File: src/rtl/cpu6502_pkg.sv
// Shared encodings for the 6502 group-01 instruction sequencer: states,
// address-select codes, addressing-mode (bbb) codes and ALU (aaa) codes.
package cpu6502_pkg;

  localparam logic [3:0] S_FETCH = 4'd0;
  localparam logic [3:0] S_IM0   = 4'd1;
  localparam logic [3:0] S_ZP0   = 4'd2;
  localparam logic [3:0] S_ZPX   = 4'd3;
  localparam logic [3:0] S_ZP1   = 4'd4;
  localparam logic [3:0] S_AB0   = 4'd5;
  localparam logic [3:0] S_AB1   = 4'd6;
  localparam logic [3:0] S_ABX   = 4'd7;
  localparam logic [3:0] S_FIX   = 4'd8;
  localparam logic [3:0] S_AB2   = 4'd9;

  localparam logic [1:0] SEL_PC  = 2'b00;
  localparam logic [1:0] SEL_ZP  = 2'b01;
  localparam logic [1:0] SEL_AB  = 2'b10;
  localparam logic [1:0] SEL_ABH = 2'b11;

  localparam logic [2:0] MODE_IMM = 3'b010;
  localparam logic [2:0] MODE_ZP  = 3'b001;
  localparam logic [2:0] MODE_ZPX = 3'b101;
  localparam logic [2:0] MODE_ABS = 3'b011;
  localparam logic [2:0] MODE_ABX = 3'b111;
  localparam logic [2:0] MODE_ABY = 3'b110;

  localparam logic [2:0] OP_ORA = 3'd0;
  localparam logic [2:0] OP_AND = 3'd1;
  localparam logic [2:0] OP_EOR = 3'd2;
  localparam logic [2:0] OP_ADC = 3'd3;
  localparam logic [2:0] OP_STA = 3'd4;
  localparam logic [2:0] OP_LDA = 3'd5;
  localparam logic [2:0] OP_CMP = 3'd6;
  localparam logic [2:0] OP_SBC = 3'd7;

endpackage

File: src/rtl/control_unit_seq_if.sv
// Bus between the sequencer (master) and the instruction register / datapath
// (slave). ready: memory ready; when 0 the sequencer holds state and drops all loads.
interface control_unit_seq_if #(parameter int ALU_OP_W = 3);
  logic                ready;
  logic [7:0]          opcode;
  logic [7:0]          opcode_reg;
  logic                index_carry;
  logic                instruction_load;
  logic                increment_pc;
  logic                dirl_load;
  logic                dirh_load;
  logic                a_load;
  logic                p_load;
  logic                read_write;
  logic [1:0]          address_select;
  logic                index_en;
  logic                index_select;
  logic [ALU_OP_W-1:0] alu_opcode;

  modport master (
    input  ready, opcode, opcode_reg, index_carry,
    output instruction_load, increment_pc, dirl_load, dirh_load, a_load, p_load,
           read_write, address_select, index_en, index_select, alu_opcode
  );

  modport slave (
    output ready, opcode, opcode_reg, index_carry,
    input  instruction_load, increment_pc, dirl_load, dirh_load, a_load, p_load,
           read_write, address_select, index_en, index_select, alu_opcode
  );
endinterface

File: src/rtl/cu_mode_decode.sv
// Combinational group-01 decode: addressing mode, store flag and validity.
module cu_mode_decode
  import cpu6502_pkg::*;
(
  input  logic [7:0] opcode,
  output logic [2:0] mode,
  output logic       is_store,
  output logic       valid
);
  logic cc_ok;

  always_comb begin
    cc_ok    = (opcode[1:0] == 2'b01);
    mode     = opcode[4:2];
    is_store = cc_ok && (opcode[7:5] == OP_STA);
    // Indirect modes (bbb 000/100) and STA #imm are treated as NOPs.
    valid    = cc_ok && (mode != 3'b000) && (mode != 3'b100) && (opcode != 8'h89);
  end
endmodule

File: src/rtl/control_unit_seq.sv
// 6502 group-01 instruction sequencer. Define PAGE_CROSS_OPT_EN to let an
// indexed-absolute read with no page cross complete in ABX and skip FIX.
module control_unit_seq
  import cpu6502_pkg::*;
#(
  parameter int                  ALU_OP_W   = 3,
  parameter logic [ALU_OP_W-1:0] NOP_ALU_OP = {ALU_OP_W{1'b1}},
  parameter int                  STATE_W    = 4
) (
  input  logic                clk,
  input  logic                rst,
  control_unit_seq_if.master  bus,
  output logic [STATE_W-1:0]  state_dbg
);
  logic [STATE_W-1:0] state_q, state_d;
  logic [7:0]         dec_in;
  logic [2:0]         mode;
  logic               is_store, valid, fin, fast_ok;
  logic               il, pc, dl, dh, al, pl, rw, ie, is;
  logic [1:0]         sel;

  // FETCH decodes the live bus byte; every later state decodes the latched one.
  assign dec_in = (state_q == STATE_W'(S_FETCH)) ? bus.opcode : bus.opcode_reg;

  cu_mode_decode u_dec (
    .opcode   (dec_in),
    .mode     (mode),
    .is_store (is_store),
    .valid    (valid)
  );

`ifdef PAGE_CROSS_OPT_EN
  assign fast_ok = !is_store && !bus.index_carry;
`else
  assign fast_ok = 1'b0;
`endif

  always_comb begin
    state_d = state_q;
    {il, pc, dl, dh, al, pl, rw, ie, is, fin} = '0;
    sel = SEL_PC;
    case (state_q)
      STATE_W'(S_FETCH): begin
        il = 1'b1;
        pc = 1'b1;
        if (!valid)                                    state_d = STATE_W'(S_FETCH);
        else if (mode == MODE_IMM)                     state_d = STATE_W'(S_IM0);
        else if (mode == MODE_ZP || mode == MODE_ZPX)  state_d = STATE_W'(S_ZP0);
        else                                           state_d = STATE_W'(S_AB0);
      end
      STATE_W'(S_IM0): begin
        pc      = 1'b1;
        fin     = 1'b1;
        state_d = STATE_W'(S_FETCH);
      end
      STATE_W'(S_ZP0): begin
        dl      = 1'b1;
        pc      = 1'b1;
        state_d = (mode == MODE_ZPX) ? STATE_W'(S_ZPX) : STATE_W'(S_ZP1);
      end
      STATE_W'(S_ZPX): begin
        sel     = SEL_ZP;
        ie      = 1'b1;
        state_d = STATE_W'(S_ZP1);
      end
      STATE_W'(S_ZP1): begin
        // Zero-page indexing wraps inside page 0, so index_carry is ignored.
        sel     = SEL_ZP;
        ie      = (mode == MODE_ZPX);
        fin     = 1'b1;
        state_d = STATE_W'(S_FETCH);
      end
      STATE_W'(S_AB0): begin
        dl      = 1'b1;
        pc      = 1'b1;
        state_d = STATE_W'(S_AB1);
      end
      STATE_W'(S_AB1): begin
        dh      = 1'b1;
        pc      = 1'b1;
        state_d = (mode == MODE_ABS) ? STATE_W'(S_AB2) : STATE_W'(S_ABX);
      end
      STATE_W'(S_ABX): begin
        sel     = SEL_AB;
        ie      = 1'b1;
        is      = (mode == MODE_ABY);
        fin     = fast_ok;
        state_d = fast_ok ? STATE_W'(S_FETCH) : STATE_W'(S_FIX);
      end
      STATE_W'(S_FIX): begin
        sel     = bus.index_carry ? SEL_ABH : SEL_AB;
        ie      = 1'b1;
        is      = (mode == MODE_ABY);
        fin     = 1'b1;
        state_d = STATE_W'(S_FETCH);
      end
      STATE_W'(S_AB2): begin
        sel     = SEL_AB;
        fin     = 1'b1;
        state_d = STATE_W'(S_FETCH);
      end
      default: state_d = STATE_W'(S_FETCH);
    endcase

    if (fin) begin
      if (is_store)                         rw = 1'b1;
      else if (bus.opcode_reg[7:5] == OP_CMP) pl = 1'b1;
      else                                  {al, pl} = 2'b11;
    end

    // A memory stall freezes the state and suppresses every register load.
    if (!bus.ready) begin
      state_d = state_q;
      {il, pc, dl, dh, al, pl} = '0;
    end
  end

  always_ff @(posedge clk or posedge rst) begin
    if (rst) state_q <= STATE_W'(S_FETCH);
    else     state_q <= state_d;
  end

  always_comb begin
    bus.instruction_load = !rst && il;
    bus.increment_pc     = !rst && pc;
    bus.dirl_load        = !rst && dl;
    bus.dirh_load        = !rst && dh;
    bus.a_load           = !rst && al;
    bus.p_load           = !rst && pl;
    bus.read_write       = !rst && rw;
    bus.address_select   = rst ? SEL_PC : sel;
    bus.index_en         = !rst && ie;
    bus.index_select     = !rst && is;
    bus.alu_opcode       = (!rst && bus.opcode_reg[1:0] == 2'b01) ?
                           ALU_OP_W'(bus.opcode_reg[7:5]) : NOP_ALU_OP;
  end

  assign state_dbg = state_q;

endmodule

File: src/flat_wrapper.sv
// flat-port wrapper written by rule: the top's interface ports become plain ports
module control_unit_seq_flat import cpu6502_pkg::*;
#(
  parameter int                  ALU_OP_W   = 3,
  parameter logic [ALU_OP_W-1:0] NOP_ALU_OP = {ALU_OP_W{1'b1}},
  parameter int                  STATE_W    = 4
)
  (clk, rst, state_dbg, bus_ready, bus_opcode, bus_opcode_reg, bus_index_carry, bus_instruction_load, bus_increment_pc, bus_dirl_load, bus_dirh_load, bus_a_load, bus_p_load, bus_read_write, bus_address_select, bus_index_en, bus_index_select, bus_alu_opcode);
  control_unit_seq_if #(.ALU_OP_W(ALU_OP_W)) bus_i ();
  input  logic clk;
  input  logic rst;
  output logic [STATE_W-1:0] state_dbg;
  input wire logic [$bits(bus_i.ready)-1:0] bus_ready;
  input wire logic [$bits(bus_i.opcode)-1:0] bus_opcode;
  input wire logic [$bits(bus_i.opcode_reg)-1:0] bus_opcode_reg;
  input wire logic [$bits(bus_i.index_carry)-1:0] bus_index_carry;
  output wire logic [$bits(bus_i.instruction_load)-1:0] bus_instruction_load;
  output wire logic [$bits(bus_i.increment_pc)-1:0] bus_increment_pc;
  output wire logic [$bits(bus_i.dirl_load)-1:0] bus_dirl_load;
  output wire logic [$bits(bus_i.dirh_load)-1:0] bus_dirh_load;
  output wire logic [$bits(bus_i.a_load)-1:0] bus_a_load;
  output wire logic [$bits(bus_i.p_load)-1:0] bus_p_load;
  output wire logic [$bits(bus_i.read_write)-1:0] bus_read_write;
  output wire logic [$bits(bus_i.address_select)-1:0] bus_address_select;
  output wire logic [$bits(bus_i.index_en)-1:0] bus_index_en;
  output wire logic [$bits(bus_i.index_select)-1:0] bus_index_select;
  output wire logic [$bits(bus_i.alu_opcode)-1:0] bus_alu_opcode;
  assign bus_i.ready = bus_ready;
  assign bus_i.opcode = bus_opcode;
  assign bus_i.opcode_reg = bus_opcode_reg;
  assign bus_i.index_carry = bus_index_carry;
  assign bus_instruction_load = bus_i.instruction_load;
  assign bus_increment_pc = bus_i.increment_pc;
  assign bus_dirl_load = bus_i.dirl_load;
  assign bus_dirh_load = bus_i.dirh_load;
  assign bus_a_load = bus_i.a_load;
  assign bus_p_load = bus_i.p_load;
  assign bus_read_write = bus_i.read_write;
  assign bus_address_select = bus_i.address_select;
  assign bus_index_en = bus_i.index_en;
  assign bus_index_select = bus_i.index_select;
  assign bus_alu_opcode = bus_i.alu_opcode;
  control_unit_seq #(.ALU_OP_W(ALU_OP_W), .NOP_ALU_OP(NOP_ALU_OP), .STATE_W(STATE_W)) u_core (.clk(clk), .rst(rst), .bus(bus_i), .state_dbg(state_dbg));
endmodule
File: config.mk
export PLATFORM = sky130hd
export DESIGN_NAME = control_unit_seq_flat
export DESIGN_NICKNAME = d
export VERILOG_FILES = /design/src/rtl/cpu6502_pkg.sv /design/src/rtl/control_unit_seq_if.sv /design/src/rtl/cu_mode_decode.sv /design/src/rtl/control_unit_seq.sv /design/src/flat_wrapper.sv
export SDC_FILE = /design/constraint.sdc
export NUM_CORES = 1
export LEC_CHECK = 0
export BUFFER_PORTS_ARGS = -buffer_cell sky130_fd_sc_hd__buf_2
export CAP_MARGIN = 10
export CELL_PAD_IN_SITES_DETAIL_PLACEMENT = 0
export CELL_PAD_IN_SITES_GLOBAL_PLACEMENT = 2
export CORE_MARGIN = 2
export CORE_UTILIZATION = 22
export CTS_CLUSTER_DIAMETER = 80
export DETAILED_ROUTE_END_ITERATION = 6
export PLACE_DENSITY = 0.82
export SLEW_MARGIN = 15
export SYNTH_ARGS = -nofsm -noshare
export SYNTH_HDL_FRONTEND = slang
export SYNTH_SLANG_ARGS = --single-unit
File: constraint.sdc
create_clock -name clk -period 2.5 [get_ports clk]
set_clock_uncertainty 0.15 [all_clocks]
set_input_delay 0.125 -clock clk [delete_from_list [all_inputs] [get_ports clk]]
set_output_delay 0.125 -clock clk [all_outputs]
set_load 0.02 [all_outputs]
# Word level (Yosys, flattened, before mapping)
# Cells that the tools add are included.
op_classes:
  n_eq_ne: 20
  n_mux: 31
  reduce_logical: 25
op_table:
  columns: ["cell", "n"]
  rows:
  - ["case mux 4 bit (6 select lines)", 1]
  - ["2-to-1 mux 1 bit", 20]
  - ["== test 4 x 3 -> 1 bit (second input constant)", 4]
  - ["logical AND 1 bit", 14]
  - ["== test 3 bit (second input constant)", 4]
  - ["2-to-1 mux 4 bit", 3]
  - ["2-to-1 mux 3 bit", 3]
  - ["== test 4 x 2 -> 1 bit (second input constant)", 2]
  - ["== test 4 bit (second input constant)", 2]
  - ["2-to-1 mux 8 bit", 1]
  - ["!= test 8 bit (second input constant)", 1]
  - ["OR reduction 2 bit", 4]
  - ["== test 3 x 2 -> 1 bit (second input constant)", 2]
  - ["case mux 2 bit (3 select lines)", 1]
  - ["OR reduction 5 bit", 1]
  - ["== test 2 x 1 -> 1 bit (second input constant)", 2]
  - ["== test 4 x 1 -> 1 bit (second input constant)", 1]
  - ["zero test 4 bit", 1]
  - ["OR reduction 4 bit", 1]
  - ["== test 3 x 1 -> 1 bit (second input constant)", 1]
  - ["!= test 3 bit (second input constant)", 1]
  - ["nonzero test 3 bit", 1]
  - ["OR reduction 3 bit", 1]
  - ["2-to-1 mux 2 bit", 1]
  - ["3 further kinds", 3]
word_totals:
  regBits: 4
  output_inout_bits: 18
  word_cells: 77

# Longest topological paths before layout
depth:
  ltp_word: 8
  ltp_mapped: 5
  mapped_depth_nobuf: 4

# By module
# Synthesis repeated with hierarchy kept, for this count alone.
unflattened:
  cells_unflattened: 100
  hier_area_um2: 785.8
by_module_without_submodules:
  columns: ["mod", "n_inst", "cells_per_inst", "area_each_um2", "seq_area_each_um2"]
  rows:
  - ["control_unit_seq", 1, 91, 723.2, 100.1]
  - ["cu_mode_decode", 1, 9, 62.6, 0.0]

# Worst setup path before layout
# No wires, ideal clock.
synth_timing:
  kind: "register to output"
  from: "register u_core.state_q[1] (netlist: u_core.state_dbg[1])"
  to: "output port bus_read_write"
  arrival_time_ps: 1871
  slack_ps: 354
  stages_incl_launch_ff: 6
  cell_sequence: "dfrtp_1 buf_6 or4_4 nor2_1 a31oi_1 nor4_2"
synth_via:
  elab_chain_len: 7
  elab_cells_between_ends: 14
synth_rtl:
  columns: ["element", "line", "source"]
  rows:
  - ["start, declared", "control_unit_seq.sv:15", "logic [STATE_W-1:0] state_q, state_d;"]
  - ["start signal, assigned", "control_unit_seq.sv:119", "if (rst) state_q <= STATE_W'(S_FETCH);"]
  - ["start signal, assigned", "control_unit_seq.sv:120", "else state_q <= state_d;"]
  - ["zero test 4 bit", "control_unit_seq.sv:23", "assign dec_in = (state_q == STATE_W'(S_FETCH)) ? bus.opcode : bus.opcode_reg;"]
  - ["2-to-1 mux 8 bit", "control_unit_seq.sv:23", null]
  - ["== test 3 bit / == test 2 x 1 -> 1 bit (equally long branches)", "cu_mode_decode.sv:15, cu_mode_decode.sv:13", null]
  - ["logical AND 1 bit", "cu_mode_decode.sv:15", "is_store = cc_ok && (opcode[7:5] == OP_STA);"]
  - ["2-to-1 mux 1 bit", "control_unit_seq.sv:106", "if (is_store) rw = 1'b1;"]
  - ["2-to-1 mux 1 bit (*)", "control_unit_seq.sv:105", "if (fin) begin"]
  - ["logical AND 1 bit (*)", "control_unit_seq.sv:130", "bus.read_write = !rst && rw;"]
  - ["end, declared", "flat_wrapper.sv:23", "output wire logic [$bits(bus_i.read_write)-1:0] bus_read_write;"]
# Every way passes the cells marked *; elsewhere a longest branch is shown, timed or not.

# Worst setup path after layout
# Same ends and word-level chain as after synthesis.

==> results.yml <==
logic_synthesis:
  syn_avg_cell_area_um2: 6.929
  ys_seq_area_share_pct: 15.53
  synth_cell_type_count: 38
  async_flop_share_pct: 100.0
  synth_area_um2: 644.4
  yosysWarnings: 0
  synth_seq_cells: 4
  synthCells: 93
  synth_ff_type: "dfrtp_1"
  syn_nets: 113
  synth-edff-count: 0
placed_design:
  pre_cts_slack_ns: 0.5010
  post_dp_cell_area_um2: 859.6
  gp_congestion: 0.8481
  place_inst: 158
  io_buffers: 37
  dp_hpwl_um: 1636
critical_path:
  crit_required_ns: 2.23
  cpPeakStageDelay_ns: 0.60
  crit_buf_inv: 1
  start_kind: "register"
  critical_path_cell_count: 5
  crit_fanout: 8
  path_class: "register to primary output"
  cp-end-kind: "primary output"
  worst_ep_arrival_time_ns: 1.97
  crit_chain: "or4_4 -> nor2_1 -> a31oi_1 -> nor4_2 -> buf_2"
  crit_family: "simple AND/OR/NAND/NOR gates"
  slowest_stage: "or4_4"
  reg2reg_depth: 4
min_path:
  hold_depth: 3
  hp-class: "input port to register"
layout:
  final_layout_size_suffix_gt1_share_pct: 36.36
  fin_area_um2: 902.1
  utilization_pct: 32.43
  largest_reg_flops: 4
  final_cells: 163
  fin_nets: 154
  syn2layout_area_growth_pct: 40.00
  diodes: 0
global_routing:
  grt_pass1_wl_um: 3270
  grt_antenna_before_repair: 0
  gr-usage-all-layers_pct: 12.27
  grt_pass1_vias: 758
  grt_start_max_net_pins: 14
  overflow: 0
timing:
  rsz0062_at_grt: "false"
  setup_tns_ns: 0
  worst_slack_ns: 0.2584
  hold_viol_final: 0
  maxSlewHeadroom_pct: 70.73
  fmax_ghz: 0.4461
  setup_viol: 0
  slew_viol_final: 0
  tightest_slew_ns: 0.4355
  min_period_ns: 2.242
  final.period_utilization_pct: 89.66
floorplan:
  row_count: 19
  dieArea_um2: 3378
  core_um2: 2781
  boundaryPins: 38
  initial_core_util_pct: 23.17
  die-width_um: 58.12
  die_h_um: 58.12
clock_network:
  insertion_delay_ns: 0.23
  path_clk_slew_ns: 0.03
  clk_path_buf_depth: 2
  cts_tree: "built"
  cts_setup_buffers: 0
  cts_buffers: 3
  ctsResizeCount: 0
  root_buffer: "clkbuf_4"
  clock_sink_count: 4
  h-tree-depth: 1
route:
  ant_nets: 0
  routedWlPerCell_um: 12.57
  wirelength_um: 2049
  dr.pass1.iters: 4
  routed-via-count: 808
  via_per_inst: 4.957
  first_iter_violations: 12
  drcViolationCount: 0
job:
  max-cap-violations: 0
power_and_ir_drop:
  p_leak_nw: 0.4401
  cellPowerDensity_nw_per_um2: 452.2
  ir_drop_v: 0.0003128
run_status:
  status: "finished, final reports clean"
where the power goes:
part	internal [mW]	switching, mW	total (mW)
registers	0.0728	0.0141	0.0869
clock network	0.0535	0.0235	0.0770
logic	0.100	0.144	0.244
total	0.226	0.182	0.408
metal layers:
layer | up-vias | wire length (um) | GRT usage [%]
met5 | - | 0 | 0
met4 | 0 | 0 | 3.987
met3 | 0 | 55 | 2.009
met2 | 18 | 1082 | 22.24
met1 | 369 | 911 | 14.59
li1 | 421 | - | -
cell usage in the layout, fill, tap and decap left out, types with 2 or more instances in the layout:
cell / instances
buf_2: 37
nand2_1: 3
buf_4: 3
nor4_2: 2
or3_1: 3
o21ai_0: 5
nor2_1: 14
nand2b_1: 7
clkbuf_4: 3
and3_1: 2
dfrtp_1: 4
nor4_1: 2
dlygate4sd3_1: 2
nor2b_1: 3
inv_1: 7
a21oi_1: 4
nor3_1: 3
a31oi_1: 4
xnor2_1: 2
nand3b_1: 3
cell usage after synthesis (all sizes together), types with 2 or more instances:
cell type  instances  area (um^2)
nor4               4        37.53
inv                7        26.28
nor2b              3        18.77
o21ai              6        30.02
xnor2              2        17.52
nand3b             3        22.52
and3               2        12.51
a21oi              4        20.02
a31oi              4        25.02
nor3               3        15.01
clkbuf             4        15.01
dfrtp              4        100.1
or3                3        18.77
nand2              3        11.26
buf                2        16.26
nand2b             7        43.79
nor2              14        52.55
cells by family after synthesis:
| kind of cell | after synthesis | synth area share, % |
|---|---|---|
| buffers and inverters | 13 | 8.931 |
| AND/OR/NAND/NOR | 48 | 43.88 |
| flip-flops | 4 | 15.53 |
| multiplexers | 1 | 1.553 |
| XOR/XNOR | 2 | 2.719 |
| AO/OA/AOI/OAI | 25 | 27.38 |
worst reg2reg max path: stages, from the launching register on:
cell and delay [ns]:
dfrtp_1 0.44, or4_4 0.60, o41ai_2 0.30, a21oi_1 0.07
o22ai_1 0.13
repair_timing:
| item | CTS | global route |
|---|---|---|
| hold buffers | 2 | 0 |
| setup endpoints to repair | 0 | 0 |
| hold endpoints to repair | 5 | 0 |
final timing paths:
path	start	slack, ns	endpoint
max in group asynchronous	rst	1.71	u_core.state_dbg[0]
worst min-delay path	bus_opcode[7]	0.09	u_core.state_dbg[0]
min in group asynchronous	rst	0.31	u_core.state_dbg[3]
worst max register to register	u_core.state_dbg[1]	0.71	u_core.state_dbg[1]
worst min register to register	u_core.state_dbg[1]	0.52	u_core.state_dbg[3]
worst max-delay path	u_core.state_dbg[1]	0.26	bus_read_write
area by class of cell:
class                   count  area [um^2]
fillers                   304         1879
multi-input cells          76        486.7
repair buffers             42        227.7
flip-flops and latches      4        100.1
well taps                  31        38.79
inverters                   7        26.28
clock buffers               3        22.52
per-stage QoR:
stage,power [mW],hold slack (ns)
4_1_cts,0.4124,0.07678
2_1_floorplan,0.2566,-0.03313
3_5_place_dp,0.3271,-0.01868
6_report,0.4080,0.08539
3_3_place_gp,0.3297,-0.01013
5_1_grt,0.4459,0.09941
Power figures use the tool's default switching activity.
